<file path="config.mk">
export PLATFORM = sky130hd
export DESIGN_NAME = spi_bist_responder
export DESIGN_NICKNAME = d
export VERILOG_FILES = /design/src/rtl/spi_bist_pkg.sv /design/src/rtl/spi_bist_sync_edge.sv /design/src/rtl/spi_bist_responder.sv
export SDC_FILE = /design/constraint.sdc
export NUM_CORES = 1
export LEC_CHECK = 0
export BUFFER_PORTS_ARGS = -buffer_cell sky130_fd_sc_hd__clkbuf_2
export CAP_MARGIN = 20
export CORE_MARGIN = 10
export CORE_UTILIZATION = 57
export CTS_CLUSTER_DIAMETER = 150
export DETAILED_ROUTE_END_ITERATION = 6
export PLACE_DENSITY_LB_ADDON = 0.08
export SYNTH_ARGS = -nofsm -noshare
export SYNTH_HDL_FRONTEND = slang
export SYNTH_HIERARCHICAL = 1
export SYNTH_SLANG_ARGS = --single-unit
</file>
<file path="constraint.sdc">
create_clock -name clk -period 2.1 [get_ports clk]
set_input_delay 0.21 -clock clk [delete_from_list [all_inputs] [get_ports clk]]
set_output_delay 0.21 -clock clk [all_outputs]
set_load 0.02 [all_outputs]
</file>
<file path="src/rtl/spi_bist_pkg.sv">
// Shared types and MISR arithmetic for the BIST SPI responder.
// Latency: n/a (types, constants and a pure function).
// Backpressure: n/a.
package spi_bist_pkg;

  localparam int DATA_W_DEF = 8;
  localparam int SIG_W_DEF  = 4;

  // Feedback taps for x^4 + x^3 + 1: bits 3 and 2 feed the new LSB.
  localparam logic [SIG_W_DEF-1:0] MISR_TAPS = 4'b1100;

  typedef enum logic [1:0] {
    IDLE  = 2'd0,
    LOAD  = 2'd1,
    SHIFT = 2'd2
  } state_t;

  // One MISR step: shift with feedback, then fold the byte's two nibbles in.
  function automatic logic [SIG_W_DEF-1:0] misr_next(input logic [SIG_W_DEF-1:0]  sig,
                                                     input logic [DATA_W_DEF-1:0] data);
    logic [SIG_W_DEF-1:0] fold;
    fold = data[7:4] ^ data[3:0];
    return {sig[SIG_W_DEF-2:0], ^(sig & MISR_TAPS)} ^ fold;
  endfunction

endpackage

</file>
<file path="src/rtl/spi_bist_sync_edge.sv">
// Multi-flop synchronizer for one asynchronous pin, with optional rise/fall strobes.
// Latency: STAGES cycles to the level output; strobes are valid in the cycle after that.
// Backpressure: none; strobes are single-cycle and cannot be stalled.
module sync_edge #(
  parameter int STAGES  = 2,
  parameter bit EDGE_EN = 1'b1,
  parameter bit RST_VAL = 1'b0
) (
  input  logic clk,
  input  logic reset,
  input  logic din,
  output logic dout,
  output logic rise,
  output logic fall
);

  logic [STAGES-1:0] sync_q;

  // Synchronizer chain; the reset level is chosen so a pin already at its
  // active level after reset does not look like a fresh edge.
  always_ff @(posedge clk or negedge reset) begin
    if (!reset) sync_q <= {STAGES{RST_VAL}};
    else        sync_q <= {sync_q[STAGES-2:0], din};
  end

  assign dout = sync_q[STAGES-1];

  generate
    if (EDGE_EN) begin : g_edge
      logic prev_q;

      // Previous synchronized level, used to spot transitions.
      always_ff @(posedge clk or negedge reset) begin
        if (!reset) prev_q <= RST_VAL;
        else        prev_q <= dout;
      end

      // Both operands are flops, so the strobes are glitch-free single pulses.
      assign rise = dout & ~prev_q;
      assign fall = ~dout & prev_q;
    end else begin : g_level_only
      assign rise = 1'b0;
      assign fall = 1'b0;
    end
  endgenerate

endmodule

</file>
<file path="src/rtl/spi_bist_responder.sv">
// SPI mode-0 responder: shifts in pattern bytes, returns a preloaded byte, compacts rx bytes into a MISR.
// Latency: rx_valid/rx_data/signature update SYNC_STAGES+1 clk after the 8th sclk rise at the pin.
// Backpressure: none on the SPI side; tx_load is accepted only while tx_ready, else ignored.
module spi_bist_responder
  import spi_bist_pkg::*;
#(
  parameter int DATA_W      = DATA_W_DEF,
  parameter int SIG_W       = SIG_W_DEF,
  parameter int SYNC_STAGES = 2
) (
  input  logic              clk,
  input  logic              reset,
  input  logic              sclk,
  input  logic              cs_n,
  input  logic              mosi,
  output logic              miso,
  input  logic [DATA_W-1:0] tx_data,
  input  logic              tx_load,
  output logic              tx_ready,
  output logic [DATA_W-1:0] rx_data,
  output logic              rx_valid,
  input  logic              sig_clr,
  output logic [SIG_W-1:0]  signature,
  output logic              frame_err,
  output logic              busy
);

  localparam int                CNT_W    = $clog2(DATA_W);
  localparam logic [CNT_W-1:0]  LAST_BIT = CNT_W'(DATA_W - 1);

  logic sclk_rise, sclk_fall, cs_rise, cs_fall, mosi_s;
  logic unused_sclk_lvl, unused_cs_lvl, unused_mosi_rise, unused_mosi_fall;

  state_t            state;
  logic [CNT_W-1:0]  bit_cnt;
  logic [DATA_W-1:0] rx_sh, tx_sh, hold_q, rx_byte;
  logic              hold_full, complete, consume;

  // cs_n synchronizer resets low so an already-asserted chip select
  // cannot produce a falling strobe once reset releases.
  sync_edge #(.STAGES(SYNC_STAGES), .EDGE_EN(1'b1), .RST_VAL(1'b0)) u_sync_sclk (
    .clk(clk), .reset(reset), .din(sclk), .dout(unused_sclk_lvl), .rise(sclk_rise), .fall(sclk_fall));
  sync_edge #(.STAGES(SYNC_STAGES), .EDGE_EN(1'b1), .RST_VAL(1'b0)) u_sync_cs (
    .clk(clk), .reset(reset), .din(cs_n), .dout(unused_cs_lvl), .rise(cs_rise), .fall(cs_fall));
  sync_edge #(.STAGES(SYNC_STAGES), .EDGE_EN(1'b0), .RST_VAL(1'b0)) u_sync_mosi (
    .clk(clk), .reset(reset), .din(mosi), .dout(mosi_s), .rise(unused_mosi_rise), .fall(unused_mosi_fall));

  assign rx_byte  = {rx_sh[DATA_W-2:0], mosi_s};
  assign complete = (state == SHIFT) && !cs_rise && sclk_rise && (bit_cnt == LAST_BIT);
  assign consume  = (state == LOAD) || complete;
  assign tx_ready = ~hold_full;
  assign miso     = (state == SHIFT) & tx_sh[DATA_W-1];

  // Transmit holding register: consumption happens first, so a coincident
  // tx_load always lands in the freshly emptied register.
  always_ff @(posedge clk or negedge reset) begin
    if (!reset) begin
      hold_q    <= '0;
      hold_full <= 1'b0;
    end else begin
      if (consume) hold_full <= 1'b0;
      if (tx_load && (!hold_full || consume)) begin
        hold_q    <= tx_data;
        hold_full <= 1'b1;
      end
    end
  end

  // Frame FSM with the shift datapath, byte completion and MISR update.
  always_ff @(posedge clk or negedge reset) begin
    if (!reset) begin
      state     <= IDLE;
      bit_cnt   <= '0;
      rx_sh     <= '0;
      tx_sh     <= '0;
      rx_data   <= '0;
      rx_valid  <= 1'b0;
      frame_err <= 1'b0;
      busy      <= 1'b0;
      signature <= '0;
    end else begin
      rx_valid  <= 1'b0;
      frame_err <= 1'b0;
      // A completion below overrides this with the update applied to zero.
      if (sig_clr) signature <= '0;
      case (state)
        IDLE: begin
          if (cs_fall) begin
            state <= LOAD;
            busy  <= 1'b1;
          end
        end
        LOAD: begin
          tx_sh   <= hold_full ? hold_q : '0;
          bit_cnt <= '0;
          rx_sh   <= '0;
          if (cs_rise) begin
            state <= IDLE;
            busy  <= 1'b0;
          end else begin
            state <= SHIFT;
          end
        end
        SHIFT: begin
          if (cs_rise) begin
            state     <= IDLE;
            busy      <= 1'b0;
            bit_cnt   <= '0;
            frame_err <= (bit_cnt != '0);
          end else if (sclk_rise) begin
            rx_sh <= rx_byte;
            if (bit_cnt == LAST_BIT) begin
              bit_cnt   <= '0;
              rx_data   <= rx_byte;
              rx_valid  <= 1'b1;
              signature <= misr_next(sig_clr ? '0 : signature, rx_byte);
              tx_sh     <= hold_full ? hold_q : '0;
            end else begin
              bit_cnt <= bit_cnt + 1'b1;
            end
          end else if (sclk_fall && (bit_cnt != '0)) begin
            // The fall right after a completion keeps the freshly loaded MSB.
            tx_sh <= {tx_sh[DATA_W-2:0], 1'b0};
          end
        end
        default: state <= IDLE;
      endcase
    end
  end

endmodule

</file>
# == Word level (Yosys, flattened, before mapping) ==
# Index checks and enable logic that the tools add are counted.
# totals
in_bits,15
register_bits,52
elab_cells,96
# op_classes
bitwise_logic,13
reduce_logical,22
n_mux,33
addsub,1
n_eq_ne,11
# ops
op,n
two-way mux 8 bit,5
two-way mux 4 bit,5
case mux 8 bit (2 select lines),1
two-way mux 7 bit,2
case mux 7 bit (2 select lines),1
two-way mux 1 bit,10
two-way mux 3 bit,3
inequality test 2 bit (second input constant),4
AND reduction 4 bit,2
XOR 4 bit,2
two-way mux 2 bit,3
inequality test 3 x 2 -> 1 bit (second input constant),2
NOT 1 bit,6
case mux 2 bit (3 select lines),1
case mux 3 bit (2 select lines),1
AND reduction 3 bit,2
nonzero test 2 bit,3
bitwise AND 1 bit,5
logical AND 1 bit,5
AND reduction 2 bit,2
parity 4 bit,1
adder 3 x 1 -> 3 bit (second input constant),1
== test 3 bit (second input constant),1
inequality test 3 bit (second input constant),1
other kinds (9),11

# == Logic depth before layout (Yosys ltp) ==
# depth
depth_word,10
depth_mapped,7
ltp_nobuf,7

# == Modules after synthesis ==
# Netlist, hierarchy kept.
# by_module_without_submodules
mod,instances,area_each_um2,cells_per_inst
spi_bist_responder,1,2165.8,201
sync_edge at u_sync_cs ...,2,90.1,5
sync_edge at u_sync_mosi,1,68.8,5

# == Worst setup path after synthesis ==
# Ideal clock, no wire load.
# synth_timing
path_kind,register -> register
startpoint,register bit_cnt[0]
endpoint,register hold_q[0]
setup_slack_ns,0.230
arrival_time_ns,1.745
setup_ns,0.125
stages_incl_launch_ff,8
required_ns,1.975
cell_sequence,dfrtp_1 > ha_1 > ha_1 > nand4b_4 > inv_4 > or3_4 > nand2_8 > mux2_4
# synth_via
elab_chain_len,5
# synth_lines
element,line_no,source
"start, declared",spi_bist_responder.sv:35,logic [CNT_W-1:0] bit_cnt;
"start signal, assigned",spi_bist_responder.sv:119,bit_cnt <= bit_cnt + 1'b1;
== test 3 bit,spi_bist_responder.sv:49,assign complete = (state == SHIFT) && !cs_rise && sclk_rise && (bit_cnt == LAST_BIT);
logical AND 1 bit,spi_bist_responder.sv:49,
logical OR 1 bit,spi_bist_responder.sv:50,assign consume = (state == LOAD) || complete;
logical OR 1 bit,spi_bist_responder.sv:62,if (tx_load && (!hold_full || consume)) begin
logical AND 1 bit,spi_bist_responder.sv:62,
"end signal, assigned",spi_bist_responder.sv:63,hold_q <= tx_data;
"end, declared",spi_bist_responder.sv:36,"logic [DATA_W-1:0] rx_sh, tx_sh, hold_q, rx_byte;"
# No other way between the ends.
# A chain may end at the register's enable or synchronous reset.

# == Worst setup path in the final report ==
# layout_timing
startpoint,register bit_cnt[0]
endpoint,register hold_q[1]
# Same word-level chain as after synthesis.

==> flow_metrics.py <==
metrics = {
    "die": {
        "fp.dieArea_mm2": 0.007197,
        "die_y_um": 84.84,
        "core_mm2": 0.004029,
        "floorplan.die.width_um": 84.84,
        "floorplan.rows": 23,
        "floorplan.initialDensity_pct": 59.47,
        "io_pins": 32,
    },
    "placement": {
        "finalWeightedCongestion": 0.8220,
        "placement.io_buffers": 31,
        "placed_area_mm2": 0.002630,
        "post-dp-hpwl_um": 3412,
    },
    "global_route": {
        "initial_antenna_violation_count": 0,
        "grt.met3_usage_pct": 3.824,
        "grt_pass1_wl_um": 8024,
        "grt_max_degree": 53,
        "grt_pass1_vias": 1668,
        "grt_usage_pct": 13.37,
        "grtUsageMet1_pct": 16.46,
        "use_met2_pct": 22.17,
        "grt_remaining_overflow": 0,
        "grt-busiest-layer": "met2",
    },
    "critical_path": {
        "crit_required_ps": 2290,
        "startpoint_type": "register",
        "crit_path_end_kind": "register",
        "timing.setup.critical_path_class": "reg2reg",
        "critical_path.max_fanout": 8,
        "crit_path_dat_ps": 2120,
    },
    "cts": {
        "clk_transition_reported_paths_ps": 90,
        "cts_resized": 0,
        "cts_buffers": 5,
        "worstSkewPairLatency_ps": 300,
        "cts-root-to-sink-buffers": 2,
        "clock_tree.root_cell": "sky130_fd_sc_hd__clkbuf_8",
        "ctsHtreeMaxLevel": 2,
        "tritoncts_clock_tree": "yes",
        "clock-sinks": 52,
    },
    "final_layout": {
        "diodes": 0,
        "final_design_area_no_fill_mm2": 0.002731,
        "flow.area_growth_from_synthesis_pct": 13.99,
        "finalNetCount": 275,
        "layout-drive-gt1-share_pct": 27.38,
        "fill_cells": 319,
    },
    "sta": {
        "finClkSkew_ps": 9.974,
        "timing.final.max_slew_violations": 0,
        "slew_headroom_pct": 57.15,
        "finalHoldViolCount": 0,
        "worst_slew_pin_slew_ps": 642.7,
        "grt_setup_unrepaired": "no",
        "final.period_utilization_pct": 91.82,
        "layout_min_cycle_time_ps": 1928,
        "timing.fmax_mhz": 518.6,
        "setup_viol_count_final": 0,
        "setup-tns-final_ps": 0,
    },
    "routing": {
        "firstDrtPassIters": 4,
        "post-route-drc-count": 0,
        "drt-wirelength-per-cell_um": 15.12,
        "viasPerCell": 5.285,
        "drt-initial-drc-count": 87,
        "dr_total_vias": 1596,
        "antenna_left": 0,
        "detail_route.wirelength_um": 4565,
    },
    "min_path": {
        "hold_path.class": "in2async",
    },
    "power": {
        "design_power_total_mw": 2.912,
        "powerDensity_mw_per_mm2": 1066,
        "standby_leakage_power_nw": 1.375,
        "vdd_drop_max_mv": 0.6539,
    },
    "yosys": {
        "synth_area_mm2": 0.002396,
        "synthCells": 213,
        "avg_cell_area_syn_um2": 11.25,
        "synth_nets": 236,
        "synthesis.yosys.warnings": 6,
    },
    "run_status": {
        "outcome": "finished, final reports clean",
    },
    "run": {
        "max_cap_violations": 0,
    },
}
[where the power goes]
group          total [mW]  switching, mW  internal, mW
sequential           1.34          0.136          1.21
combinational        1.04          0.503         0.537
clock               0.530          0.304         0.226
[per-stage QoR]
stage          hold slack [ps]  util [%]  setup slack, ps  cells
2_1_floorplan           -85.59         -            230.1    213
3_3_place_gp             317.5     65.28            216.5    293
3_5_place_dp             319.7     65.28            155.7    293
4_1_cts                  3.507     67.55            155.6    301
5_1_grt                 0.7818     67.80            103.2    302
6_report                 15.75     67.80            171.8    302
[registers in the layout (all words and copies together) (netlist names)]
| register | count |
|---|---|
| busy | 1 |
| rx_data | 8 |
| bit_cnt | 3 |
| tx_sh | 8 |
| u_sync_sclk/sync_q | 2 |
| state | 2 |
| u_sync_cs/sync_q | 2 |
| u_sync_sclk/g_edge.prev_q | 1 |
| signature | 4 |
| frame_err | 1 |
| hold_full | 1 |
| rx_sh | 7 |
| hold_q | 8 |
| u_sync_cs/g_edge.prev_q | 1 |
| rx_valid | 1 |
| u_sync_mosi/sync_q | 2 |
[per-layer routing]
metal	share of wire, %	vias up
met5	0	-
met4	1.4	0
met3	4.0	7
met2	49	30
met1	45	758
li1	-	801
[worst max-delay path: stages, from the launching register on]
cell                       delay [ps]
sky130_fd_sc_hd__dfrtp_1          410
sky130_fd_sc_hd__ha_1             220
sky130_fd_sc_hd__ha_1             220
sky130_fd_sc_hd__nand4b_4         110
sky130_fd_sc_hd__inv_4             60
sky130_fd_sc_hd__or3_4            360
sky130_fd_sc_hd__nand2_8          130
sky130_fd_sc_hd__mux2_4           310
[cell type report]
class / count / area, um^2 / share of cell area, %
tap: 50 / 62.56 / 2.290
inverter: 17 / 66.31 / 2.428
timing repair buffer: 40 / 227.7 / 8.337
clock buffer: 5 / 68.82 / 2.519
sequential: 52 / 1301 / 47.64
multi-input combinational: 136 / 992.2 / 36.33
clock inverter: 2 / 12.51 / 0.4581
[final timing paths]
| check | start | to | slack (ps) | cells after the start |
|---|---|---|---|---|
| setup / recovery | bit_cnt[0]$_DFFE_PN0P_ | hold_q[1]$_DFFE_PN0P_ | 170 | 7 |
| hold / removal | reset | rx_data[1]$_DFFE_PN0P_ | 20 | 2 |
| setup reg to reg | bit_cnt[0]$_DFFE_PN0P_ | hold_q[1]$_DFFE_PN0P_ | 170 | 7 |
| hold reg to reg | u_sync_sclk/sync_q[0]$_DFF_PN0_ | u_sync_sclk/sync_q[1]$_DFF_PN0_ | 350 | 0 |
| max in group asynchronous | reset | rx_data[6]$_DFFE_PN0P_ | 1660 | 2 |
| min in group clk | cs_n | u_sync_cs/sync_q[0]$_DFF_PN0_ | 20 | 1 |
[placed cells by master (no fill, tap or decap), types with 2 or more instances in the layout]
cell type / count
sky130_fd_sc_hd__clkbuf_2: 31
sky130_fd_sc_hd__a21o_1: 3
sky130_fd_sc_hd__o22ai_1: 9
sky130_fd_sc_hd__and3_1: 3
sky130_fd_sc_hd__nor3_1: 3
sky130_fd_sc_hd__nand3_1: 8
sky130_fd_sc_hd__and2b_1: 2
sky130_fd_sc_hd__nor2b_1: 4
sky130_fd_sc_hd__inv_1: 16
sky130_fd_sc_hd__and2_1: 2
sky130_fd_sc_hd__o21ai_0: 12
sky130_fd_sc_hd__nand2_1: 29
sky130_fd_sc_hd__ha_1: 8
sky130_fd_sc_hd__xor2_1: 2
sky130_fd_sc_hd__and2b_2: 2
sky130_fd_sc_hd__buf_4: 7
sky130_fd_sc_hd__nand2b_1: 4
sky130_fd_sc_hd__dlygate4sd3_1: 2
sky130_fd_sc_hd__mux2_2: 9
sky130_fd_sc_hd__mux2_4: 8
sky130_fd_sc_hd__a21oi_1: 6
sky130_fd_sc_hd__dfrtp_1: 52
sky130_fd_sc_hd__o31ai_1: 3
sky130_fd_sc_hd__clkbuf_8: 5
sky130_fd_sc_hd__a22oi_1: 7
sky130_fd_sc_hd__xnor2_1: 3
[timing repair]
action                    in CTS  in global routing
buffers inserted               0                  0
hold endpoints to repair       1                  1
hold buffers                   1                  1
(Power assumes the default switching activity.)
